<file path="src/rtl/seq_div6_by3_if.sv">
// Handshake and operand/result bundle for the 6-by-3 sequential divider.
// The controller side uses master and the divider uses slave.
interface seq_div6_by3_if;
   logic       start;
   logic [5:0] dividend;
   logic [2:0] divisor;
   logic       busy;
   logic       done;
   logic [5:0] quotient;
   logic [2:0] remainder;
   logic       div_by_zero;

   modport master (
      output start, dividend, divisor,
      input  busy, done, quotient, remainder, div_by_zero
   );

   modport slave (
      input  start, dividend, divisor,
      output busy, done, quotient, remainder, div_by_zero
   );
endinterface

</file>
<file path="src/rtl/seq_div6_by3.sv">
// Sequential unsigned restoring divider: 6-bit dividend / 3-bit divisor.
// It produces one quotient bit per clock and uses a start/done handshake.
// All outputs are registered. Results hold until the next completed divide.
module seq_div6_by3 (
   input  logic          clk,
   input  logic          rst_n,
   seq_div6_by3_if.slave bus
);

   typedef enum logic [1:0] {
      IDLE = 2'd0,
      CALC = 2'd1,
      DONE = 2'd2
   } state_t;

   state_t     state, state_nxt;
   logic [5:0] dq, dq_nxt;          // dividend shifting out, quotient shifting in
   logic [2:0] dv, dv_nxt;          // captured divisor
   logic [2:0] pr, pr_nxt;          // partial remainder, always < dv
   logic [2:0] cnt, cnt_nxt;        // iteration index 0..5
   logic       zero_pend, zero_pend_nxt;

   logic       busy_r, busy_nxt;
   logic       done_r, done_nxt;
   logic       dbz_r, dbz_nxt;
   logic [5:0] quo_r, quo_nxt;
   logic [2:0] rem_r, rem_nxt;

   // One restoring step. The 4-bit trial is wide enough for the compare.
   // When the subtraction is taken, the difference is below dv, so 3 bits hold it.
   logic [3:0] trial;
   logic       take;
   logic [2:0] pr_step;
   logic [5:0] dq_step;

   assign trial   = {pr, dq[5]};
   assign take    = (trial >= {1'b0, dv});
   assign pr_step = take ? (trial[2:0] - dv) : trial[2:0];
   assign dq_step = {dq[4:0], take};

   assign bus.busy        = busy_r;
   assign bus.done        = done_r;
   assign bus.quotient    = quo_r;
   assign bus.remainder   = rem_r;
   assign bus.div_by_zero = dbz_r;

   // Next-state, datapath and registered-output values for the coming edge
   always_comb begin
      // NOTE: every variable gets a default first so that no path leaves one unassigned and infers a latch.
      state_nxt     = state;
      dq_nxt        = dq;
      dv_nxt        = dv;
      pr_nxt        = pr;
      cnt_nxt       = cnt;
      zero_pend_nxt = zero_pend;
      busy_nxt      = 1'b0;
      done_nxt      = 1'b0;
      quo_nxt       = quo_r;
      rem_nxt       = rem_r;
      dbz_nxt       = dbz_r;

      case (state)
         IDLE: begin
            if (zero_pend) begin
               // A zero-divisor request spends its capture cycle here. This puts done
               // one edge after acceptance. New starts are not taken in this cycle.
               zero_pend_nxt = 1'b0;
               state_nxt     = DONE;
               done_nxt      = 1'b1;
               quo_nxt       = 6'h3F;
               rem_nxt       = 3'd0;
               dbz_nxt       = 1'b1;
            end else if (bus.start) begin
               dq_nxt  = bus.dividend;
               dv_nxt  = bus.divisor;
               pr_nxt  = 3'd0;
               cnt_nxt = 3'd0;
               if (bus.divisor == 3'd0) begin
                  zero_pend_nxt = 1'b1;
               end else begin
                  state_nxt = CALC;
                  busy_nxt  = 1'b1;
               end
            end
         end

         CALC: begin
            pr_nxt  = pr_step;
            dq_nxt  = dq_step;
            cnt_nxt = cnt + 3'd1;
            if (cnt == 3'd5) begin
               state_nxt = DONE;
               done_nxt  = 1'b1;
               quo_nxt   = dq_step;
               rem_nxt   = pr_step;
               dbz_nxt   = 1'b0;
            end else begin
               busy_nxt = 1'b1;
            end
         end

         DONE: begin
            state_nxt = IDLE;
         end

         default: begin
            state_nxt = IDLE;
         end
      endcase
   end

   // State, datapath and output registers with asynchronous clear
   always_ff @(posedge clk or negedge rst_n) begin
      if (!rst_n) begin
         state     <= IDLE;
         dq        <= 6'd0;
         dv        <= 3'd0;
         pr        <= 3'd0;
         cnt       <= 3'd0;
         zero_pend <= 1'b0;
         busy_r    <= 1'b0;
         done_r    <= 1'b0;
         quo_r     <= 6'd0;
         rem_r     <= 3'd0;
         dbz_r     <= 1'b0;
      end else begin
         // NOTE: non-blocking assignments here so every register samples pre-edge values.
         state     <= state_nxt;
         dq        <= dq_nxt;
         dv        <= dv_nxt;
         pr        <= pr_nxt;
         cnt       <= cnt_nxt;
         zero_pend <= zero_pend_nxt;
         busy_r    <= busy_nxt;
         done_r    <= done_nxt;
         quo_r     <= quo_nxt;
         rem_r     <= rem_nxt;
         dbz_r     <= dbz_nxt;
      end
   end

endmodule
</file>
<file path="src/flat_wrapper.sv">
// flat-port wrapper written by rule: the top's interface ports become plain ports
module seq_div6_by3_flat 
  (clk, rst_n, bus_start, bus_dividend, bus_divisor, bus_busy, bus_done, bus_quotient, bus_remainder, bus_div_by_zero);
  seq_div6_by3_if bus_i ();
  input  logic clk;
  input  logic rst_n;
  input wire logic [$bits(bus_i.start)-1:0] bus_start;
  input wire logic [$bits(bus_i.dividend)-1:0] bus_dividend;
  input wire logic [$bits(bus_i.divisor)-1:0] bus_divisor;
  output wire logic [$bits(bus_i.busy)-1:0] bus_busy;
  output wire logic [$bits(bus_i.done)-1:0] bus_done;
  output wire logic [$bits(bus_i.quotient)-1:0] bus_quotient;
  output wire logic [$bits(bus_i.remainder)-1:0] bus_remainder;
  output wire logic [$bits(bus_i.div_by_zero)-1:0] bus_div_by_zero;
  assign bus_i.start = bus_start;
  assign bus_i.dividend = bus_dividend;
  assign bus_i.divisor = bus_divisor;
  assign bus_busy = bus_i.busy;
  assign bus_done = bus_i.done;
  assign bus_quotient = bus_i.quotient;
  assign bus_remainder = bus_i.remainder;
  assign bus_div_by_zero = bus_i.div_by_zero;
  seq_div6_by3 u_core (.clk(clk), .rst_n(rst_n), .bus(bus_i));
endmodule
</file>
<file path="config.mk">
export PLATFORM = sky130hd
export DESIGN_NAME = seq_div6_by3_flat
export DESIGN_NICKNAME = d
export VERILOG_FILES = /design/src/rtl/seq_div6_by3_if.sv /design/src/rtl/seq_div6_by3.sv /design/src/flat_wrapper.sv
export SDC_FILE = /design/constraint.sdc
export NUM_CORES = 1
export LEC_CHECK = 0
export CAP_MARGIN = 30
export CORE_MARGIN = 4
export CORE_UTILIZATION = 25
export DETAILED_ROUTE_END_ITERATION = 12
export HOLD_SLACK_MARGIN = 0.15
export PLACE_DENSITY_LB_ADDON = 0.25
export SYNTH_ARGS = -nofsm -noshare
export SYNTH_HDL_FRONTEND = slang
export SYNTH_SLANG_ARGS = --single-unit
export TNS_END_PERCENT = 100
</file>
<file path="constraint.sdc">
create_clock -name clk -period 2.33 [get_ports clk]
set_input_delay 0.699 -clock clk [delete_from_list [all_inputs] [get_ports clk]]
set_output_delay 0.699 -clock clk [all_outputs]
set_load 0.03 [all_outputs]
</file>
==> flow_summary.yaml, run 1 <==
timing:
  fin_crit_ps: 2061
  worst_slack_ps: 269.4
  relSlewSlack_pct: 52.68
  maxSlewViolCount: 0
  max_freq_mhz: 485.3
  rsz0062_at_grt: "false"
  timing.final.crit_share_pct: 88.44
  worst_slew_pin_slew_ps: 708.4
  setup_viol: 0
  clock_skew_ps: 4.862
  finalHoldViolCount: 0
  tns_ps: 0
min_path:
  holdCritStartpoint: "u_core.dq[4]$_DFFE_PN0P_"
  hold_depth: 2
  hold_path.class: "reg -> reg"
  whs_endpoint: "u_core.dq[4]$_DFFE_PN0P_"
final_layout:
  layout-drive-gt1-share_pct: 10.63
  fin_util_pct: 33.86
  fin_area_sq_um: 1784
  final_cells: 230
  syn2layout_area_growth_pct: 27.66
  antennaDiodeCount: 0
  final_nets: 178
setup_path:
  reg2reg_slack_ps: 270
  timing.rr.end: "u_core.bus.remainder[0]$_DFFE_PN0P_"
  critical_path.startpoint_type: "register"
  cp_max_fo: 4
  cp_data_required_time_ps: 2520
  worstPathArrival_ps: 2250
  critPathKind: "reg -> reg"
  r2r_cells: 7
  endpoint_kind: "register"
  regToRegStartpoint: "u_core.dq[5]$_DFFE_PN0P_"
power_and_ir_drop:
  p_seq_share_pct: 35.7
  intPower_mw: 1.512
  p_clk_share_pct: 14.8
  pwr-share-comb_pct: 49.5
  swShare_pct: 41.92
  max-vdd-ir-drop_mv: 0.5797
  p_leak_nw: 0.7587
  switchingPower_mw: 1.091
  power_density_nw_per_um2: 1459
route:
  drt-total-wl_mm: 3.019
  wl_per_cell_um: 13.13
  drt-initial-drc-count: 33
  drt_drc_violations_left: 0
  vias: 990
  drt_pre_antenna_iters: 4
  avgViaCountPerCell: 4.304
  antenna_left: 0
place:
  dp_cells: 223
  globalplace.congestion: 0.7436
  portBuffers: 23
  dp_hpwl_mm: 2.188
  place_ws_ps: 209.6
  placed_area_sq_um: 1705
clock_tree:
  clk_latency_ps: 280
  htreeDepth: 2
  clk_pin_slew_ps: 60
  cts.sinks: 30
  cts_root_buffer: "clkbuf_8"
  cts_buffer_depth: 2
  postCtsSetupRepairBufs: 0
  cts_tree: "yes"
  post_cts_resized: 0
  hold_buffers: 0
  cts_made_buffers: 5
global_route:
  grt_pass1_vias: 1026
  antenna_found_initial: 0
  grt_max_degree: 31
  grtUsageTotal_pct: 10.23
  grt_pass1_wl_mm: 5.078
  overflow: 0
flow_run:
  drv_cap: 0
logic_synthesis:
  syn-instance-count: 132
  syn_area_per_cell_sq_um: 10.59
  ys.warnings.count: 0
  syn_area_sq_um: 1398
  ys_seq_area_share_pct: 53.72
  synth_fp_nets: 150
  synth_cell_types: 28
  synth_seq_cells: 30
die:
  io_pins: 24
  rows: 26
  core_sq_um: 5270
  die-area_sq_um: 6851
  die_height_um: 82.77
  die_x_um: 82.77
  initial_core_util_pct: 26.52
run_status:
  status: "complete, no violations"
## worst max-delay path by stage
| stage | slack (ps) | start | to | depth (start not counted) |
|---|---|---|---|---|
| after floorplan | 480 | u_core.dq[5]$_DFFE_PN0P_ | u_core.bus.remainder[1]$_DFFE_PN0P_ | 7 |
| after global placement | 240 | bus_start | u_core.dq[0]$_DFFE_PN0P_ | 5 |
| after detailed placement | 210 | bus_start | u_core.dq[0]$_DFFE_PN0P_ | 5 |
| after CTS | 250 | u_core.dq[5]$_DFFE_PN0P_ | u_core.bus.remainder[0]$_DFFE_PN0P_ | 7 |
| after global routing | 120 | u_core.dq[5]$_DFFE_PN0P_ | u_core.bus.remainder[0]$_DFFE_PN0P_ | 7 |
| final | 270 | u_core.dq[5]$_DFFE_PN0P_ | u_core.bus.remainder[0]$_DFFE_PN0P_ | 7 |
## cells in the mapped netlist
cell      number  area (sq um)
xnor2_1        1         8.760
a211oi_4       1         20.02
and2_2         1         7.510
nor3_1         4         20.02
buf_2          2         10.01
nor4b_4        1         23.77
o22ai_1        4         25.02
mux2_2         1         11.26
xor2_1         1         8.760
a21oi_4        1         16.27
a21bo_2        1         10.01
nor2b_1        1         6.260
nor3b_4        1         18.77
mux2i_1        5         50.05
ha_1           5         62.56
mux2_1         2         22.52
nand2b_1       2         12.51
fa_1           1         20.02
inv_1          9         33.78
o21ai_1        4         20.02
o21ai_0        7         35.03
a21oi_1       13         65.06
nor2_1        13         48.80
buf_4          2         15.01
nand2_1       17         63.81
nor2_2         1         6.260
nand3_1        1         5.000
dfrtp_1       30         750.7
## per-layer routing
metal  track usage [%]  part of all wire, %  routed length [um]  vias up
li1                  -                    -                   -      499
met1             13.73                   50                1502      456
met2             14.42                   43                1302       31
met3             3.996                  5.4                 164        4
met4             4.575                  1.7                  50        0
met5                 0                    0                   0        -
## cell usage in the layout, fill, tap and decap left out, types with 4 or more instances in the layout
master and instances:
mux2i_1 5, nor3_1 4, o22ai_1 4, clkbuf_8 5, o21ai_0 7, inv_1 9, nor2_1 13, ha_1 5
a21oi_1 13, nand2_1 17, o21ai_1 4, clkdlybuf4s50_1 23, dfrtp_1 30
## through the flow
| step | hold slack (ps) | power, mW |
|---|---|---|
| global placement | 471.0 | 2.198 |
| global route | 513.7 | 2.827 |
| detailed placement | 474.5 | 2.230 |
| finish | 486.3 | 2.604 |
| CTS | 490.2 | 2.645 |
| floorplan | 403.4 | 1.841 |
## power by group through the flow
| stage | clock [mW] | combinational [mW] | sequential [mW] |
|---|---|---|---|
| after floorplan | 0 | 0.793 | 1.05 |
| after global placement | 0 | 1.26 | 0.934 |
| after detailed placement | 0 | 1.29 | 0.935 |
| after CTS | 0.405 | 1.31 | 0.933 |
| after global routing | 0.433 | 1.43 | 0.960 |
| final | 0.385 | 1.29 | 0.930 |
## cell type report
class                   count  area (sq um)
well taps                  70         87.58
fillers                   560          3486
clock buffers               5         68.82
inverters                   9         33.78
clock inverters             2         10.01
multi-input cells          89         588.1
repair buffers             25         245.2
flip-flops and latches     30         750.7
## state kept, by name, summed over array words and instances (netlist names)
name                    flops
u_core.bus.busy             1
u_core.bus.quotient         6
u_core.bus.remainder        3
u_core.state                2
u_core.pr                   3
u_core.bus.done             1
u_core.cnt                  3
u_core.bus.div_by_zero      1
u_core.zero_pend            1
u_core.dq                   6
u_core.dv                   3
## worst max-delay path, cell delays in order, from the launching register on
cell,delay [ps]
dfrtp_1,360
inv_1,100
ha_1,190
fa_1,210
a21bo_2,250
a211oi_4,320
mux2_1,400
o22ai_1,140
## cell families after synthesis
kind of cell | share of synthesized area (%)
AND/OR/NAND/NOR | 15.22
AO/OA/AOI/OAI | 13.70
flip-flops | 53.72
buffers and inverters | 4.207
multiplexers | 5.998
adder cells (fa/ha/maj) | 5.909
XOR/XNOR | 1.254
Power figures use the tool's default switching activity.
==> run 2: changes to the inputs <==
clock period = 2.05 ns   (was 2.33 ns; I/O delays follow)
==> run 2 against run 1 <==
Effect of this change: core utilization up 1.8 points; largest cell class unchanged; largest power group unchanged; design area up 5.3%; final cell count rose by 2.2%; sequential share of layout area shrank 2.1 points; routed wire length is 5.8% higher; combinational power is 29% higher.
==> flow_summary.yaml, run 2 (synthesis results as in run 1) <==
final_layout:
  fin_area_sq_um: 1879
  syn2layout_area_growth_pct: 34.47
  final_cell_mix: "dfrtp_1, clkdlybuf4s50_1, nand2_1"
  antennaDiodeCount: 0
  final_common_cell: "dfrtp_1"
  fillerInstances: 543
  layout-drive-gt1-share_pct: 17.58
  multi_input_area_sq_um: 623.1
  regArea_sq_um: 750.7
  final_nets: 182
route:
  drt_drc_violations_left: 0
  drt_pre_antenna_iters: 4
  vias: 1015
  drt-total-wl_mm: 3.194
  wl_per_cell_um: 13.59
  avgViaCountPerCell: 4.319
  antenna_left: 0
  drt-initial-drc-count: 25
timing:
  finalHoldViolCount: 0
  worst_slack_ps: 52.89
  timing.final.crit_share_pct: 97.42
  maxSlewViolCount: 0
  fin_crit_ps: 1997
  relSlewSlack_pct: 68.85
  setup_viol: 0
  timing.hold.ws_ps: 483.3
  clock_skew_ps: 6.597
  worst_slew_pin_slew_ps: 466.1
  max_freq_mhz: 500.7
min_path:
  whs_endpoint: "u_core.dq[4]$_DFFE_PN0P_"
  hold_depth: 2
  holdCritStartpoint: "u_core.dq[4]$_DFFE_PN0P_"
  hold_path.class: "reg -> reg"
run_status:
  status: "complete, no violations"
setup_path:
  worstPathArrival_ps: 2210
  cp_data_required_time_ps: 2260
  timing.rr.end: "u_core.pr[1]$_DFFE_PN0P_"
  endpoint_kind: "register"
  r2r_cells: 7
  reg2reg_slack_ps: 50
  critPathKind: "reg -> reg"
  critical_path.startpoint_type: "register"
  regToRegStartpoint: "u_core.dq[5]$_DFFE_PN0P_"
  cp_max_fo: 4
power_and_ir_drop:
  p_total_mw: 3.315
  p_leak_nw: 0.8011
  power_density_nw_per_um2: 1764
  max-vdd-ir-drop_mv: 0.7267
die:
  io_pins: 24
  die_x_um: 82.77
  rows: 26
  core_sq_um: 5270
  initial_core_util_pct: 26.52
  die_height_um: 82.77
  die-area_sq_um: 6851
clock_tree:
  htreeDepth: 2
  cts_root_buffer: "clkbuf_8"
  clk_latency_ps: 290
  cts_buffer_depth: 2
  cts_tree: "yes"
  clk_pin_slew_ps: 70
  cts_made_buffers: 5
  hold_buffers: 0
  cts.sinks: 30
place:
  globalplace.congestion: 0.7845
  portBuffers: 23
  place_ws_ps: -17.54
  placed_area_sq_um: 1735
  dp_hpwl_mm: 2.266
global_route:
  grt_max_degree: 31
  overflow: 0
  grtUsageTotal_pct: 10.80
  grt_pass1_wl_mm: 5.368
  antenna_found_initial: 0
  grt_pass1_vias: 1111
flow_run:
  drv_cap: 0
-- run 2: per-layer routing --
layer,routed length (um),track usage (%)
met5,0,0
met3,175,3.888
met1,1529,14.16
met2,1447,15.71
met4,42,5.229
-- run 2: final cells by class --
| type | instances | share of cell area, % |
|---|---|---|
| clock inverter | 3 | 2.130 |
| inverter | 9 | 1.798 |
| timing repair buffer | 29 | 14.65 |
| multi-input combinational | 89 | 33.16 |
| sequential | 30 | 39.95 |
| tap | 70 | 4.660 |
| clock buffer | 5 | 3.662 |
-- run 2: repair_timing --
item,in CTS,in global routing
pin swaps,1,2
resized for setup,0,10
setup buffers,0,0
setup endpoints to repair,3,6
-- run 2: per-stage QoR --
step                std cells  utilization [%]  setup TNS (ps)
finish                    235            35.66               0
global route              235            35.66          -58.99
CTS                       235            35.00               0
detailed placement        227            32.93          -41.10
global placement          227            32.93               0
floorplan                 132                -               0
-- run 2: how the worst max path moves through the flow --
stage | startpoint | to | slack, ps | cells past startpoint
after floorplan | u_core.dq[5]$_DFFE_PN0P_ | u_core.bus.remainder[1]$_DFFE_PN0P_ | 200 | 7
after global placement | bus_start | u_core.dq[3]$_DFFE_PN0P_ | 110 | 5
after detailed placement | u_core.dq[5]$_DFFE_PN0P_ | u_core.bus.remainder[0]$_DFFE_PN0P_ | -20 | 7
after CTS | u_core.dq[5]$_DFFE_PN0P_ | u_core.bus.remainder[1]$_DFFE_PN0P_ | 7 | 7
after global routing | u_core.dq[5]$_DFFE_PN0P_ | u_core.pr[1]$_DFFE_PN0P_ | -40 | 7
final | u_core.dq[5]$_DFFE_PN0P_ | u_core.pr[1]$_DFFE_PN0P_ | 50 | 7
-- run 2: worst max-delay path: stages (launching register included) --
cell and delay [ps]:
dfrtp_1 380, inv_2 100, ha_4 150, fa_2 210
a21bo_2 240, a211oi_4 350, mux2_4 350, o21ai_1 130
-- run 2: power by group --
part | switching, mW | internal, mW | leakage [nW] | total, mW
Clock | 0.228 | 0.357 | 0.0579 | 0.585
Combinational | 0.895 | 0.773 | 0.387 | 1.67
Sequential | 0.204 | 0.857 | 0.356 | 1.06
